**config.mk**
```make
export PLATFORM = sky130hd
export DESIGN_NAME = matrix_mul_seq_flat
export DESIGN_NICKNAME = d
export VERILOG_FILES = /design/src/rtl/matrix_mul_seq_if.sv /design/src/rtl/matrix_mul_seq.sv /design/src/flat_wrapper.sv
export SDC_FILE = /design/constraint.sdc
export NUM_CORES = 2
export LEC_CHECK = 0
export ABC_AREA = 1
export CAP_MARGIN = 10
export CORE_ASPECT_RATIO = 0.9
export CORE_UTILIZATION = 55
export CTS_CLUSTER_SIZE = 40
export DETAILED_ROUTE_END_ITERATION = 8
export PLACE_DENSITY = 0.83
export SETUP_SLACK_MARGIN = 0.2
export SYNTH_ARGS = -nofsm -noshare
export SYNTH_HDL_FRONTEND = slang
export SYNTH_SLANG_ARGS = --single-unit
```
**constraint.sdc**
```tcl
create_clock -name clk -period 10.75 [get_ports clk]
set_input_delay 2.15 -clock clk [delete_from_list [all_inputs] [get_ports clk]]
set_output_delay 2.15 -clock clk [all_outputs]
set_load 0.02 [all_outputs]
```
**src/rtl/matrix_mul_seq_if.sv**
```systemverilog
// Operand and result streaming bundle for the sequential matrix multiplier.
// The master side feeds operands and consumes results; the slave side is the
// multiplier itself. DATA_W here must match the multiplier's DATA_W.
interface matrix_mul_seq_if #(
    parameter int DATA_W = 16
);
    logic              in_valid;
    logic              in_ready;
    logic [DATA_W-1:0] in_data;
    logic              out_valid;
    logic              out_ready;
    logic [DATA_W-1:0] out_data;
    logic              out_ovf;
    logic              out_last;
    logic              busy;

    modport master (
        output in_valid, in_data, out_ready,
        input  in_ready, out_valid, out_data, out_ovf, out_last, busy
    );

    modport slave (
        input  in_valid, in_data, out_ready,
        output in_ready, out_valid, out_data, out_ovf, out_last, busy
    );
endinterface

```
**src/rtl/matrix_mul_seq.sv**
```systemverilog
// Sequential NxN unsigned matrix multiplier built around one MAC.
// A then B stream in row-major, C = A x B is computed one product per cycle
// (k inner, j middle, i outer) and C streams out with an end-of-matrix flag.
// Each C element carries an overflow flag; SATURATE selects wrap or clamp.
module matrix_mul_seq #(
    parameter int N        = 4,
    parameter int DATA_W   = 16,
    parameter int SATURATE = 0
) (
    input  logic             clk,
    input  logic             rst_n,
    matrix_mul_seq_if.slave  bus
);

    localparam int NN    = N * N;
    localparam int IDX_W = $clog2(NN);
    localparam int CNT_W = $clog2(N);
    // Wide enough for N full-width products, so no bits drop before conversion.
    localparam int ACC_W = 2 * DATA_W + $clog2(N);

    localparam logic [IDX_W-1:0] LAST_IDX = IDX_W'(NN - 1);
    localparam logic [CNT_W-1:0] LAST_CNT = CNT_W'(N - 1);
    localparam logic [ACC_W-1:0] MAX_ELEM = {{(ACC_W - DATA_W){1'b0}}, {DATA_W{1'b1}}};

    typedef enum logic [1:0] {
        LOAD_A,
        LOAD_B,
        COMPUTE,
        OUTPUT
    } state_t;

    state_t state;
    state_t next_state;

    logic [DATA_W-1:0] a_mem [NN];
    logic [DATA_W-1:0] b_mem [NN];
    logic [DATA_W-1:0] c_mem [NN];
    logic [NN-1:0]     c_ovf;

    logic [IDX_W-1:0]  idx;
    logic [IDX_W-1:0]  odx;
    logic [CNT_W-1:0]  i_cnt;
    logic [CNT_W-1:0]  j_cnt;
    logic [CNT_W-1:0]  k_cnt;
    logic [ACC_W-1:0]  acc;

    logic              in_ready_s;
    logic              out_valid_s;
    logic              busy_s;
    logic              in_fire;
    logic              out_fire;
    logic              k_last;
    logic              mac_last;

    logic [IDX_W-1:0]  a_addr;
    logic [IDX_W-1:0]  b_addr;
    logic [IDX_W-1:0]  c_addr;
    logic [ACC_W-1:0]  product;
    logic [ACC_W-1:0]  sum;
    logic              sum_ovf;
    logic [DATA_W-1:0] sum_conv;

    assign in_fire  = bus.in_valid && in_ready_s;
    assign out_fire = out_valid_s && bus.out_ready;
    assign k_last   = (k_cnt == LAST_CNT);
    assign mac_last = k_last && (j_cnt == LAST_CNT) && (i_cnt == LAST_CNT);

    // MAC datapath: current product, running sum and its conversion to a C element.
    always_comb begin
        a_addr   = IDX_W'(int'(i_cnt) * N + int'(k_cnt));
        b_addr   = IDX_W'(int'(k_cnt) * N + int'(j_cnt));
        c_addr   = IDX_W'(int'(i_cnt) * N + int'(j_cnt));
        product  = ACC_W'(a_mem[a_addr]) * ACC_W'(b_mem[b_addr]);
        sum      = acc + product;
        sum_ovf  = (sum > MAX_ELEM);
        sum_conv = sum[DATA_W-1:0];
        if ((SATURATE != 0) && sum_ovf) begin
            sum_conv = {DATA_W{1'b1}};
        end
    end

    // State register; reset always returns to loading A.
    always_ff @(posedge clk) begin
        if (!rst_n) begin
            state <= LOAD_A;
        end else begin
            state <= next_state;
        end
    end

    // Next-state and handshake/status outputs.
    always_comb begin
        next_state  = state;
        in_ready_s  = 1'b0;
        out_valid_s = 1'b0;
        busy_s      = 1'b0;
        case (state)
            LOAD_A: begin
                in_ready_s = 1'b1;
                if (bus.in_valid && (idx == LAST_IDX)) begin
                    next_state = LOAD_B;
                end
            end
            LOAD_B: begin
                in_ready_s = 1'b1;
                if (bus.in_valid && (idx == LAST_IDX)) begin
                    next_state = COMPUTE;
                end
            end
            COMPUTE: begin
                busy_s = 1'b1;
                if (mac_last) begin
                    next_state = OUTPUT;
                end
            end
            OUTPUT: begin
                busy_s      = 1'b1;
                out_valid_s = 1'b1;
                if (bus.out_ready && (odx == LAST_IDX)) begin
                    next_state = LOAD_A;
                end
            end
            default: next_state = LOAD_A;
        endcase
    end

    // Operand capture; the operand stores need no reset since they are always
    // fully rewritten before COMPUTE reads them.
    always_ff @(posedge clk) begin
        if (in_fire && (state == LOAD_A)) begin
            a_mem[idx] <= bus.in_data;
        end
        if (in_fire && (state == LOAD_B)) begin
            b_mem[idx] <= bus.in_data;
        end
    end

    // Counters, accumulator and result store.
    always_ff @(posedge clk) begin
        if (!rst_n) begin
            idx   <= '0;
            odx   <= '0;
            i_cnt <= '0;
            j_cnt <= '0;
            k_cnt <= '0;
            acc   <= '0;
            c_ovf <= '0;
            for (int e = 0; e < NN; e++) begin
                c_mem[e] <= '0;
            end
        end else begin
            case (state)
                LOAD_A, LOAD_B: begin
                    if (in_fire) begin
                        idx <= (idx == LAST_IDX) ? '0 : idx + 1'b1;
                    end
                end
                COMPUTE: begin
                    if (k_last) begin
                        c_mem[c_addr] <= sum_conv;
                        c_ovf[c_addr] <= sum_ovf;
                        acc           <= '0;
                        k_cnt         <= '0;
                        if (j_cnt == LAST_CNT) begin
                            j_cnt <= '0;
                            i_cnt <= (i_cnt == LAST_CNT) ? '0 : i_cnt + 1'b1;
                        end else begin
                            j_cnt <= j_cnt + 1'b1;
                        end
                    end else begin
                        acc   <= sum;
                        k_cnt <= k_cnt + 1'b1;
                    end
                end
                OUTPUT: begin
                    if (out_fire) begin
                        odx <= (odx == LAST_IDX) ? '0 : odx + 1'b1;
                    end
                end
                default: ;
            endcase
        end
    end

    assign bus.in_ready  = in_ready_s;
    assign bus.out_valid = out_valid_s;
    assign bus.busy      = busy_s;
    assign bus.out_data  = (state == OUTPUT) ? c_mem[odx] : '0;
    assign bus.out_ovf   = (state == OUTPUT) ? c_ovf[odx] : 1'b0;
    assign bus.out_last  = (state == OUTPUT) && (odx == LAST_IDX);

endmodule

```
**src/flat_wrapper.sv**
```systemverilog
// flat-port wrapper written by rule: the top's interface ports become plain ports
module matrix_mul_seq_flat 
#(
    parameter int N        = 4,
    parameter int DATA_W   = 16,
    parameter int SATURATE = 0
)
  (clk, rst_n, bus_in_valid, bus_in_data, bus_out_ready, bus_in_ready, bus_out_valid, bus_out_data, bus_out_ovf, bus_out_last, bus_busy);
  matrix_mul_seq_if #(.DATA_W(DATA_W)) bus_i ();
  input  logic clk;
  input  logic rst_n;
  input wire logic [$bits(bus_i.in_valid)-1:0] bus_in_valid;
  input wire logic [$bits(bus_i.in_data)-1:0] bus_in_data;
  input wire logic [$bits(bus_i.out_ready)-1:0] bus_out_ready;
  output wire logic [$bits(bus_i.in_ready)-1:0] bus_in_ready;
  output wire logic [$bits(bus_i.out_valid)-1:0] bus_out_valid;
  output wire logic [$bits(bus_i.out_data)-1:0] bus_out_data;
  output wire logic [$bits(bus_i.out_ovf)-1:0] bus_out_ovf;
  output wire logic [$bits(bus_i.out_last)-1:0] bus_out_last;
  output wire logic [$bits(bus_i.busy)-1:0] bus_busy;
  assign bus_i.in_valid = bus_in_valid;
  assign bus_i.in_data = bus_in_data;
  assign bus_i.out_ready = bus_out_ready;
  assign bus_in_ready = bus_i.in_ready;
  assign bus_out_valid = bus_i.out_valid;
  assign bus_out_data = bus_i.out_data;
  assign bus_out_ovf = bus_i.out_ovf;
  assign bus_out_last = bus_i.out_last;
  assign bus_busy = bus_i.busy;
  matrix_mul_seq #(.N(N), .DATA_W(DATA_W), .SATURATE(SATURATE)) u_core (.clk(clk), .rst_n(rst_n), .bus(bus_i));
endmodule
```
* After elaboration in Yosys (flattened, before gate mapping)
Memory sizes are Yosys's and may differ from the RTL's. A register that Yosys moved wholly into a read port is not among the register bits.
Cells that the tools add are included.
** Storage, ports and cells
- Bits in registers :: 66
- Bits in writable memories :: 768
- Output and inout bits :: 21
- Memories kept :: 3
** Memory list
- u_core.a_mem :: words 16, bits a word 16, rd ports 1, clocked after memory_dff 0, wr ports 1, line matrix_mul_seq.sv:35 : logic [DATA_W-1:0] a_mem [NN];
- u_core.b_mem :: words 16, bits a word 16, rd ports 1, clocked after memory_dff 0, wr ports 1, line matrix_mul_seq.sv:36 : logic [DATA_W-1:0] b_mem [NN];
- u_core.c_mem :: words 16, bits a word 16, rd ports 1, clocked after memory_dff 1, wr ports 16, line matrix_mul_seq.sv:37 : logic [DATA_W-1:0] c_mem [NN];
** Operators by class
- Add/sub/neg operators :: 9
- $mul :: 1
- $lt $le $gt $ge :: 4
- Eq/ne operators :: 12
- Mux-type cells :: 35
- Reduce and logical (&&, ||, !) cells :: 19
** Operator list (count)
- 34-bit by 32-bit adder with 34-bit output :: 1
- 34-bit by 16-bit > comparator with 1-bit output, second input constant :: 1
- 34-bit 2-to-1 mux :: 1
- 16-bit by 16-bit multiplier with 32-bit output :: 1
- 16-bit 2-to-1 mux :: 2
- 4-bit 2-to-1 mux :: 5
- 16-bit bitwise mux :: 1
- 1-bit 2-to-1 mux :: 16
- 16-bit OR reduction :: 1
- 2-bit 2-to-1 mux :: 7
- 4-bit by 2-bit adder with 4-bit output :: 3
- 2-bit equality test, second input constant :: 5
- 1-bit logical AND :: 10
- 4-bit by 5-bit less-than comparator with 1-bit output, second input constant :: 2
- 4-bit by 1-bit adder with 4-bit output, second input constant :: 2
- 4-bit equality test, second input constant :: 2
- 2-bit by 1-bit inequality test with 1-bit output, second input constant :: 4
- 2-bit case mux with 4 select lines :: 1
- 2-bit by 1-bit adder with 2-bit output, second input constant :: 3
- 2-bit AND reduction :: 3
- 1-bit binary-select mux with 4-bit select :: 1
- 1-bit demux with 4-bit select :: 1
- 4-bit by 1-bit >= comparator with 1-bit output, second input constant :: 1
- 4-bit AND reduction :: 1
- other kinds (4) :: 5

* Depth between registers and ports, before layout
- Word-level depth :: 7
- Gate-level depth with buffers :: 42
- Mapped depth without buffers :: 37

* Worst setup path after synthesis
No wires, ideal clock.
- Path kind :: register -> register
- From :: reg u_core.k_cnt[1]
- To :: mem u_core.c_mem[0][13], data pin
- Library setup time :: 0.266 ns
- Data arrival time :: 6.395 ns
- Setup slack :: 4.089 ns
- Cell stages (with the launch flop) :: 30
- Buffers on the path :: 5
- Period minus slack after synthesis :: 6.661 ns
- Path through :: dfxtp_1 buf_2 clkinv_1 clkbuf_1 clkbuf_1 o211ai_1 nand2_1 buf_2 nand2_1 fa_1 fa_1 inv_1 fa_1 inv_1 fa_1 inv_1 fa_1 inv_1 fa_1 inv_1 ha_1 nand2_1 inv_1 nand2_1 nand2_1 inv_1 nand3_1 xnor2_1 clkbuf_1 nor2_1
** RTL lines
- from (decl) :: line matrix_mul_seq.sv:44 : logic [CNT_W-1:0] k_cnt;
- from (signal assigned) :: line matrix_mul_seq.sv:172 : k_cnt <= k_cnt + 1'b1;
- to (decl) :: line matrix_mul_seq.sv:37

* Worst setup path in the final report
- From :: reg u_core.j_cnt[0]
- To :: reg u_core.acc[12]
** On the way
- Word-level cells in the longest chain between the ends :: 5
** RTL lines
- from (decl) :: line matrix_mul_seq.sv:43 : logic [CNT_W-1:0] j_cnt;
- from (signal assigned) :: line matrix_mul_seq.sv:168 : j_cnt <= j_cnt + 1'b1;
- 4-bit by 2-bit adder with 4-bit output :: line matrix_mul_seq.sv:71 : b_addr = IDX_W'(int'(k_cnt) * N + int'(j_cnt));
- memory 16 x 16 bit
- 16-bit by 16-bit multiplier with 32-bit output :: line matrix_mul_seq.sv:73 : product = ACC_W'(a_mem[a_addr]) * ACC_W'(b_mem[b_addr]);
- 34-bit by 32-bit adder with 34-bit output :: line matrix_mul_seq.sv:74 : sum = acc + product;
- 34-bit 2-to-1 mux :: line matrix_mul_seq.sv:159 : if (k_last) begin
- to (signal assigned) :: line matrix_mul_seq.sv:171 : acc <= sum;
- to (decl) :: line matrix_mul_seq.sv:45 : logic [ACC_W-1:0] acc;
Every way passes these cells.
A chain may end at the register's enable or synchronous reset.

==> metrics.md <==
| Metric | Value |
|---|---|
| GR Overflow Total | `0` |
| Most frequent CP cell | `inv_1` |
| DR WL/cell | `21.7 um` |
| Starting density of the core | `55.8%` |
| Maxcap violations | `0` |
| Synth Register Bits | `838` |
| Met1 usage | `36.5%` |
| Grt peak-use layer | `met2` |
| Req. time, crit path | `11240 ps` |
| First-pass GRT wire length | `179000 um` |
| Area leader, netlist | `edfxtp_1` |
| Final WL | `117000 um` |
| Outcome | `finished, violations left` |
| Detailed Routing Iterations Pass 1 | `8` |
| Vias in the first global route | `32300` |
| Highest Clock Rate | `105 MHz` |
| Worst slew pin tran | `1260 ps` |
| Min cycle time layout | `9520 ps` |
| Most common cell after layout, fill and taps aside | `edfxtp_1` |
| Die area | `81900 um^2` |
| Final Skew | `69.1 ps` |
| Clock slew at reported path FFs | `60 ps` |
| CP Capture Type | `register` |
| Die X-Extent | `302 um` |
| Layout cell share with drive strength beyond 1 | `6.07%` |
| H-tree levels | `3` |
| Slew headroom | `15.6%` |
| Final hold violations | `0` |
| CP max stage delay | `1020 ps` |
| Die Y | `272 um` |
| Worst setup SP type | `register` |
| Crit Path Class | `register to register` |
| Drt drc | `12` |
| Max Transition Viols Final | `0` |
| Post-synth cell types | `37` |
| Warnings, synthesis | `0` |
| Failing checks | `DRC` |
| Synth Instances | `4312` |
| CTS Sinks | `838` |
| Post-CTS Setup Inserts | `0` |
| Overall routing resource usage | `28.3%` |
| Vias after detailed routing | `33000` |
| Mean post-synth cell area | `10.3 um^2` |
| Commonest cells after routing, fill and taps aside | `edfxtp_1, nor2_1, nand2_1` |
| Unrepaired setup endpoints after global routing | `false` |
| Average vias per placed instance | `6.12` |
| Async set or reset register ratio after synthesis | `0%` |
| Core ar. | `79700 um^2` |
| Syn Nets | `4683` |
| Placer Congestion | `0.941` |
| CP max stage cell | `clkinv_2` |
| Area growth, synth to finish | `9.72%` |
| CTS tree | `done` |
| Area of the mapped netlist | `44400 um^2` |
| Initial antenna violation count | `2` |
| Met2 Resource Use GR | `45.3%` |
| Clock Path Buffers | `3` |
| Final ANT Viol Nets | `0` |
| TritonCTS Buffers | `83` |
| Skew-Pair Late Insertion Delay | `680 ps` |
| Met3 Use GR | `5.75%` |
| Cts hold-fix bufs | `0` |
| Drt first-iter violations | `4308` |
| HP Class | `register to register` |
| IO buf count | `40` |
| Top FF cell, synth | `edfxtp_1` |
| Worst endpoint data arrival time | `10010 ps` |
| Setup TNS | `0 ps` |
| Pin count of the biggest net entering global routing | `93` |
| Clock root buffer | `clkbuf_16` |
| Post-detail-place hpwl | `71600 um` |
| # nets final | `4650` |
| I/O pins | `41` |
| Sequential fraction of the synthesis area | `55.0%` |
| Period Utilization, post-route | `88.5%` |
| Setup violators final | `0` |
| Top-area cell type share of the netlist area | `51.9%` |
| CTS resizes | `0` |
| Top cells by area, synth | `edfxtp_1, fa_1, nor2_1, nand2_1, inv_1` |
| Post-synth EDFFs | `768` |
| Cell row count | `98` |
| Worst Path Max Fanout | `80` |
-- final timing paths --
check,startpoint,to,slack (ps),cells after the start
worst max-delay path,u_core.j_cnt[0]$_SDFFE_PN0P_,u_core.acc[12]$_SDFFE_PN0P_,1230,29
worst min-delay path,u_core.acc[3]$_SDFFE_PN0P_,u_core.acc[3]$_SDFFE_PN0P_,470,2
worst max register to register,u_core.j_cnt[0]$_SDFFE_PN0P_,u_core.acc[12]$_SDFFE_PN0P_,1230,29
worst min register to register,u_core.acc[3]$_SDFFE_PN0P_,u_core.acc[3]$_SDFFE_PN0P_,470,2
-- kinds of logic after synthesis --
logic type                 share of synthesized area, %
and+or+nand+nor                                    13.5
buffers and inverters                              7.37
DFF                                                55.0
AOI/OAI and AO/OA                                  10.1
adders and majority gates                          13.7
xor gates and xnor gates                          0.276
-- registers in the layout, summed over array words and instances, names as in the netlist, named ones only --
signal	cells
u_core.state	2
u_core.c_mem	256
u_core.odx	4
u_core.j_cnt	2
u_core.a_mem	256
u_core.i_cnt	2
u_core.c_ovf	16
u_core.acc	34
u_core.k_cnt	2
u_core.b_mem	256
u_core.idx	4
-- layer usage --
layer,wire length [um],vias to the layer above,part of all wire [%]
met5,0,-,0
met4,6140,0,5.2
met3,13800,422,12
met2,55100,2311,47
met1,42000,15900,36
li1,-,14400,-
-- layout make-up --
type	count	area, um^2
Sequential cell	838	24500
Tap cell	1050	1310
Inverter	605	2280
Antenna cell	1	2.50
Timing Repair Buffer	127	1060
Clock inverter	57	674
Fill cell	5981	30900
Clock buffer	97	2170
Multi-Input combinational cell	2624	16800
-- per-stage QoR --
step           setup WS, ps  utilization, %  area [um^2]  hold WS [ps]  std cells
2_1_floorplan          4090               -        44400           445       4312
3_3_place_gp           1680            57.6        45900           455       5243
3_5_place_dp           1470            57.6        45900           460       5243
4_1_cts                1430            61.2        48700           469       5397
5_1_grt                 761            61.2        48800           486       5398
6_report               1230            61.2        48800           465       5399
-- worst max-delay path, delay by kind of cell, from the launching register on --
kind | cells | cell delay (ps)
adder cells (fa/ha/maj) | 7 | 3350
AND/OR/NAND/NOR | 8 | 1630
buffers and inverters | 10 | 2110
flip-flops | 1 | 800
AO/OA/AOI/OAI | 3 | 550
XOR/XNOR | 1 | 850
-- synthesized netlist by cell type, types with 2 or more instances --
cell	number
edfxtp_1	768
nor2_1	730
nand2_1	598
inv_1	596
o21ai_0	407
fa_1	226
clkbuf_1	180
o221ai_1	137
ha_1	125
nand3_1	121
a21oi_1	71
dfxtp_1	70
o22ai_1	70
buf_2	59
o211ai_1	57
nor3_1	21
nand2_2	11
xnor2_1	11
clkinv_1	8
nand3b_1	8
nor2_2	8
nand4_1	6
buf_1	4
and2_1	3
xor2_1	3
nand3_2	2
o21bai_1	2
Power is left out: the tool's default activity adds up to more than one toggle a clock period on the data nets, which glitch-free logic cannot reach.
